### src/rtl/seg_scan_display.sv
// Six-digit multiplexed 7-segment driver for a {hour, min, sec} binary time bus.
// The bus is sampled once per scan frame so a displayed frame never mixes two time values.
module seg_scan_display #(
  parameter int unsigned SCAN_DIV = 50_000
) (
  input  logic        clk,
  input  logic        rst,
  input  logic [23:0] data_in,
  output logic [5:0]  sel,
  output logic [7:0]  seg
);

  localparam int unsigned DIV_W      = (SCAN_DIV > 1) ? $clog2(SCAN_DIV) : 1;
  localparam int unsigned IDX_W      = 3;
  localparam int unsigned NUM_DIGITS = 6;
  localparam int unsigned LAST_IDX   = NUM_DIGITS - 1;

  typedef struct packed {
    logic [7:0] hour;
    logic [7:0] min;
    logic [7:0] sec;
  } time_t;

  logic [DIV_W-1:0] div_cnt;
  logic [IDX_W-1:0] idx;
  time_t            snap;

  logic             tick_c;
  logic             frame_wrap_c;
  logic [7:0]       byte_c;
  logic [3:0]       tens_c;
  logic [3:0]       ones_c;
  logic [3:0]       digit_c;
  logic             dash_c;
  logic [5:0]       sel_c;
  logic [7:0]       seg_c;

  // Active-low segment pattern {g,f,e,d,c,b,a} for a decimal digit.
  function automatic logic [6:0] seg_code(input logic [3:0] d);
    logic [6:0] code;
    code = 7'h7F;
    case (d)
      4'd0: code = 7'h40;
      4'd1: code = 7'h79;
      4'd2: code = 7'h24;
      4'd3: code = 7'h30;
      4'd4: code = 7'h19;
      4'd5: code = 7'h12;
      4'd6: code = 7'h02;
      4'd7: code = 7'h78;
      4'd8: code = 7'h00;
      4'd9: code = 7'h10;
      default: code = 7'h7F;
    endcase
    return code;
  endfunction

  assign tick_c       = (div_cnt == DIV_W'(SCAN_DIV - 1));
  assign frame_wrap_c = tick_c && (idx == IDX_W'(LAST_IDX));

  // Digit-slot divider.
  always_ff @(posedge clk or posedge rst) begin
    if (rst) begin
      div_cnt <= '0;
    end else if (tick_c) begin
      div_cnt <= '0;
    end else begin
      div_cnt <= div_cnt + DIV_W'(1);
    end
  end

  // Slot index advances once per tick and wraps after the hour-tens slot.
  always_ff @(posedge clk or posedge rst) begin
    if (rst) begin
      idx <= '0;
    end else if (tick_c) begin
      idx <= frame_wrap_c ? '0 : idx + IDX_W'(1);
    end
  end

  // Time snapshot, refreshed only at the frame boundary.
  always_ff @(posedge clk or posedge rst) begin
    if (rst) begin
      snap <= '0;
    end else if (frame_wrap_c) begin
      snap <= time_t'(data_in);
    end
  end

  // Slot decode: choose the byte, split into decimal digits, map to segments.
  always_comb begin
    byte_c  = snap.hour;
    tens_c  = '0;
    ones_c  = '0;
    digit_c = '0;
    dash_c  = 1'b0;
    sel_c   = 6'h3F;
    seg_c   = 8'hFF;

    case (idx)
      IDX_W'(0), IDX_W'(1): byte_c = snap.sec;
      IDX_W'(2), IDX_W'(3): byte_c = snap.min;
      default:              byte_c = snap.hour;
    endcase

    dash_c  = (byte_c > 8'd99);
    tens_c  = 4'(byte_c / 8'd10);
    ones_c  = 4'(byte_c % 8'd10);
    digit_c = idx[0] ? tens_c : ones_c;

    seg_c[6:0] = dash_c ? 7'b0111111 : seg_code(digit_c);
    seg_c[7]   = !((idx == IDX_W'(2)) || (idx == IDX_W'(4)));
    sel_c      = ~(6'b000001 << idx);
  end

  // Select and segments update together on the same edge.
  always_ff @(posedge clk or posedge rst) begin
    if (rst) begin
      sel <= 6'h3F;
      seg <= 8'hFF;
    end else begin
      sel <= sel_c;
      seg <= seg_c;
    end
  end

endmodule

### config.mk
export PLATFORM = sky130hd
export DESIGN_NAME = seg_scan_display
export DESIGN_NICKNAME = d
export VERILOG_FILES = /design/src/rtl/seg_scan_display.sv
export SDC_FILE = /design/constraint.sdc
export NUM_CORES = 1
export LEC_CHECK = 0
export CAP_MARGIN = 20
export CORE_MARGIN = 2
export CORE_UTILIZATION = 50
export DETAILED_ROUTE_END_ITERATION = 16
export PLACE_DENSITY_LB_ADDON = 0.3
export SYNTH_ARGS = -nofsm -noshare
export SYNTH_HDL_FRONTEND = slang
export SYNTH_SLANG_ARGS = --single-unit
### constraint.sdc
create_clock -name clk -period 7 [get_ports clk]
set_input_delay 1.4 -clock clk [delete_from_list [all_inputs] [get_ports clk]]
set_output_delay 1.4 -clock clk [all_outputs]
set_load 0.005 [all_outputs]
Word level (Yosys, flattened, before mapping). Memory sizes are Yosys's and may differ from the RTL's. Index checks and enable logic that the tools add are counted.

Flip-flop bits (word level): 57. Memory bits (read-only): 112. Bits of input ports: 26. Output and inout bits: 14. Logic and storage cells: 32. Memories kept: 1.

$add $sub $neg: 2. Div/mod/pow operators: 2. Magnitude comparators: 1. Equal/unequal tests: 6. Shift operators: 1. Mux-type cells: 5. Bitwise gates (word level): 1. Reductions and logical operators: 6.

Memories: (name not given) (words 16, width 7, rd ports 1, clocked after Yosys merged registers in 0, write ports 0, RTL line 42) `case (d)`.

Operator list (count): $add 16x1->16 const B (1); $eq 16x16->1 const B (1); $mux 16 (1); $pmux 8 s2 (1); $div 8x4->8 const B (1); $gt 8x7->1 const B (1); $mod 8x4->8 const B (1); $mux 7 (1); $eq 3x2->1 const B (2); $eq 3x3->1 const B (2); $not 6->6 (1); $shl 1x3->6 const A (1); $mux 4 (1); $reduce_or 2->1 (2); $add 3x1->3 const B (1); $eq 3x1->1 const B (1); $logic_not 3->1 (1); $mux 3 (1); $logic_and 1x1->1 (1); $logic_not 1->1 (1); $logic_or 1x1->1 (1).

Logic depth before layout (Yosys ltp). An unclocked memory read counts as a cell.

Depth after elaboration: 7. Gate-level depth with buffers: 24. Depth with buffers taken out: 21.

Worst setup path before layout. OpenSTA, ideal clock, no wires.

Kind: register to register. From: register idx[0]. To: register seg[4]. Library setup time: 0.081 ns. Arrival: 4.750 ns. Required time: 6.919 ns. Slack: 2.169 ns. Cell stages (with the launch flop): 23. Buffers on the path: 3. Clock period less this slack: 4.831 ns. Path through: dfrtp_1 -> inv_1 -> ha_1 -> o21ba_4 -> nor3_4 -> buf_6 -> a221o_1 -> buf_6 -> nor2_1 -> a221o_1 -> a221oi_2 -> ha_1 -> a32oi_1 -> a31oi_1 -> a2111o_1 -> and3_1 -> buf_2 -> a21oi_1 -> o31ai_4 -> inv_1 -> ha_1 -> mux2_1 -> a32oi_1.

Longest elaborated chain between the ends: 7. Elaborated cells on any way between the ends: 13. Classes of those cells: 2 x div; 1 x order compare; 3 x eq/ne; 3 x mux; 3 x reduce/logical; 1 x memory.

Ends and longest elaborated chain: start, declared (RTL line 25) `logic [IDX_W-1:0] idx;`; start signal, assigned (RTL line 77) `idx <= frame_wrap_c ? '0 : idx + IDX_W'(1);`; $eq 3x2->1, or another cell as far along (RTL line 100) `case (idx)`; $reduce_or 2->1 (RTL line 100); $pmux 8 s2 (RTL line 100); $mod 8x4->8 / $div 8x4->8 (equally long branches) (RTL line 108, 107); $mux 4 (RTL line 109) `digit_c = idx[0] ? tens_c : ones_c;`; $mem_v2 16x7; $mux 7 * (RTL line 111) `seg_c[6:0] = dash_c ? 7'b0111111 : seg_code(digit_c);`; net seg_c[4] (RTL line 36) `logic [7:0] seg_c;`; end signal, assigned (RTL line 123) `seg <= seg_c;`; end, declared (RTL line 10) `output logic [7:0] seg`.

Mark *: on every way through the listed nets, which the timed path passes. The rest lies on a longest branch. A chain may end at the register's enable or synchronous reset.

Final worst setup path. Same ends and word-level chain as after synthesis.

==> run summary <==
The run finished with clean final reports. Measured against its own limit, the worst slew margin works out to 45.6%. The endpoint type of the worst setup path is a flop. The count of input and output buffers came out at 39. The min-delay analysis places its worst path in the category reg -> reg. After floorplanning, the core was sized to cover 6420 um2. For the worst setup path, the data arrival time is 5.99 ns. The clock skew after layout came out at 0.0130 ns.

The routed design could run at a clock period as short as 5.74 ns. The multi-input combinational cells in the finished layout cover a total of 1780 um2. The initial antenna violation count is 0. The share of synthesized flip-flops with an asynchronous set or reset is 100%.

During synthesis, Yosys emitted a total of 0 warnings. Combinational logic is responsible for 3.2% of the overall power. For this run, the leading register cell type out of synthesis is dfrtp_1.

The first global-routing pass estimated 11.3 mm of wire. The total wire length came out at 6.79 mm. The fraction of post-synthesis cell area in the top cell type by area is 32.2%.

The peak fanout along the critical path is 13. The ratio of total power to cell area is 165 nW/um2. The count of pins on the block boundary is 40. The fraction of layout cells with a size suffix above 1 came out at 24.6%.

The via count of the first global-routing pass is 2411. The footprint of the flip-flops and latches is 1440 um2. The routed layout has 2483 vias. The starting density of the core came out at 52.1%. The clock root buffer master is clkbuf_8. The floorplan step set the die width to 85.8 um. The internal portion of the total power is 508 uW.

The cell accounting for the most synthesized area is dfrtp_1. For this design the total switching power over the nets is 148 uW. The die footprint came out at 7360 um2. The count of inserted antenna diode cells came out at 0. In the post-synthesis netlist, the biggest area contributors are dfrtp_1 32%, dfstp_2 11%, mux2_2 8.1%. The synthesis-stage register bit count is 57. For this run, the register share of the synthesized area comes to 43.2%. At the end of routability-driven placement, the weighted congestion stood at 0.856. The remaining routing DRC violations came out at 0. The count of mapped cells out of synthesis is 306. The count of filler cells inserted in the layout is 536. The clock passes through at most 2 buffers.

The number of distinct library cells after synthesis is 63. The count of maximum capacitance violations came out at 0. The global route total overflow is 0.

The number of standard-cell rows in the floorplan is 29. The highest ir drop seen on vdd is 0.000158 V. The count of flip-flops with a built-in enable after synthesis came out at 0. The total clock sinks came out at 57. The share of the core filled with cells is 62.0%. TritonCTS built the clock tree. The chip height came out at 85.8 um. The number of pins exceeding their max-slew limit in the final report is 0. The highest achievable clock rate came out at 0.174 GHz. The number of endpoints with negative hold slack in the final report is 0. Clock-pin slew was measured on the worst setup and hold paths at 0.07 ns. The count of nets left with antenna violations after detail routing came out at 0. The post-synthesis instance area is 3350 um2. Compared with the post-synthesis result, the final layout area differs by 19.0%. The final layout contains 385 nets. Once the clock tree was built, the resizer swapped 0 gates to a different size. The measured slew at the worst slew-check pin is 0.816 ns.

The per-cell routed wire length came out at 15.9 um. When the netlist entered floorplanning its net count stood at 346. For this run, the total global-route usage over all layers was measured as 19.9%. The number of levels in the clock H-tree is 3. Entering global routing, the biggest net connects 58 pins.

The total of endpoints with negative setup slack in the final report came out at 0. The count of TritonRoute iterations in the first routing pass came out at 6. Setup repair after global routing left no endpoint under its margin.

After routing, the total negative slack on setup checks comes to 0 ns. The most common cell after layout, fill and taps aside is dfrtp_1. The kind of start point of the critical path is a flop. The first-iteration detailed-routing DRC count came out at 154.

The clock insertion delay at the later pin of the skew report is 0.34 ns. The synthesized area per cell came out at 10.9 um2. The hold-fix buffer count after cts is 0. Registers are responsible for 50.3% of the overall power. Using the TritonRoute via totals, the vias-per-cell ratio works out to 5.81.

Dividing the final minimum period by the clock period gives 82.0%. The clock network power share came out at 46.5%. The static leakage power is 1.72 nW. The required time reported for the critical path endpoint came out at 7.25 ns.

The post-CTS setup buffer count came out at 0. In this run switching power makes up 22.5% of total power. Leaving out fill and tap cells, the most frequent cells in the layout are 43 x dfrtp_1, 39 x clkdlybuf4s50_1, 24 x mux2_2. The worst setup path is of the reg -> reg kind. The post-DP HPWL is 4.93 mm. Counting the buffers created by CTS gives 9.
[state kept, by name (all words and copies together), names as in the netlist]
signal,count
idx,3
snap,24
seg,8
sel,6
div_cnt,16
[per-stage QoR]
step / hold slack, ns / worst slack, ns / total power, mW / std cells / area, um2
floorplan: 0.425 / 2.17 / 0.340 / 306 / 3350
global placement: 0.444 / 1.54 / 0.357 / 410 / 3760
detailed placement: 0.446 / 1.33 / 0.357 / 411 / 3790
CTS: 0.456 / 1.32 / 0.664 / 427 / 3980
global route: 0.482 / 0.816 / 0.681 / 427 / 3980
finish: 0.453 / 1.26 / 0.655 / 427 / 3980
[layout make-up]
type,instances,share of cell area (%)
clock inverters,6,1.70
multi-input cells,226,44.8
repair buffers,41,10.7
flip-flops and latches,57,36.3
well taps,77,2.42
inverters,10,0.943
clock buffers,10,3.21
[synth_stat cells (all sizes together), types with 2 or more instances]
master	number
o21ai	19
ha	14
a22o	2
o31ai	5
xor2	9
buf	8
a221o	7
a31oi	2
and2	7
dfstp	14
nor2	23
nor2b	6
and3	9
a22oi	2
o211ai	2
clkbuf	5
mux2	25
inv	10
nand2	21
a211oi	3
mux2i	3
a32oi	4
xnor2	6
a221oi	7
nor3	6
nand3	12
a21oi	13
o22ai	2
o311ai	2
dfrtp	43
[layer usage]
layer,up-vias,global-route usage [%],part of all wire [%]
met4,0,8.08,1.1
li1,1208,-,-
met2,63,30.9,47
met3,6,5.29,4.3
met5,-,0,0
met1,1206,26.5,48
[cell families (layout without fill, tap and decap cells)]
family                     after synthesis  after routing  synth area share (%)
DFF                                     57             57                  43.2
and+or+nand+nor                         89             89                  13.8
muxes                                   28             28                  9.31
buffers and inverters                   23             67                  3.63
adders and majority gates               14             14                  5.24
xor gates and xnor gates                15             15                  3.93
AOI/OAI and AO/OA                       80             80                  21.0
[power groups by stage]
stage	combinational, mW	sequential (mW)	clock [mW]
global route	0.0230	0.329	0.328
CTS	0.0214	0.330	0.313
detailed placement	0.0213	0.336	0
finish	0.0206	0.330	0.305
global placement	0.0210	0.336	0
floorplan	0.00485	0.336	0
[final timing paths]
kind	start	slack [ns]	end	depth (start not counted)
setup reg to reg	idx[0]	1.26	seg[4]	19
hold / removal	div_cnt[0]	0.45	div_cnt[0]	1
hold reg to reg	div_cnt[0]	0.45	div_cnt[0]	1
setup / recovery	idx[0]	1.26	seg[4]	19
max in group asynchronous	rst	4.97	div_cnt[13]	3
min in group asynchronous	rst	1.56	snap[6]	3
[worst max-delay path: stages, from the launching register on]
cell      delay [ns]
dfrtp_1         0.55
inv_1           0.23
ha_1            0.30
o21ba_4         0.27
nor3_4          0.53
a221o_1         0.47
nor2_1          0.13
a221o_1         0.35
a221oi_2        0.42
ha_1            0.31
a32oi_1         0.11
a31oi_1         0.20
a2111o_1        0.12
and3_1          0.27
a21oi_1         0.14
o31ai_4         0.41
inv_1           0.15
ha_1            0.24
mux2_1          0.29
a32oi_1         0.16
Note: power is estimated with default switching activity, not from simulation.
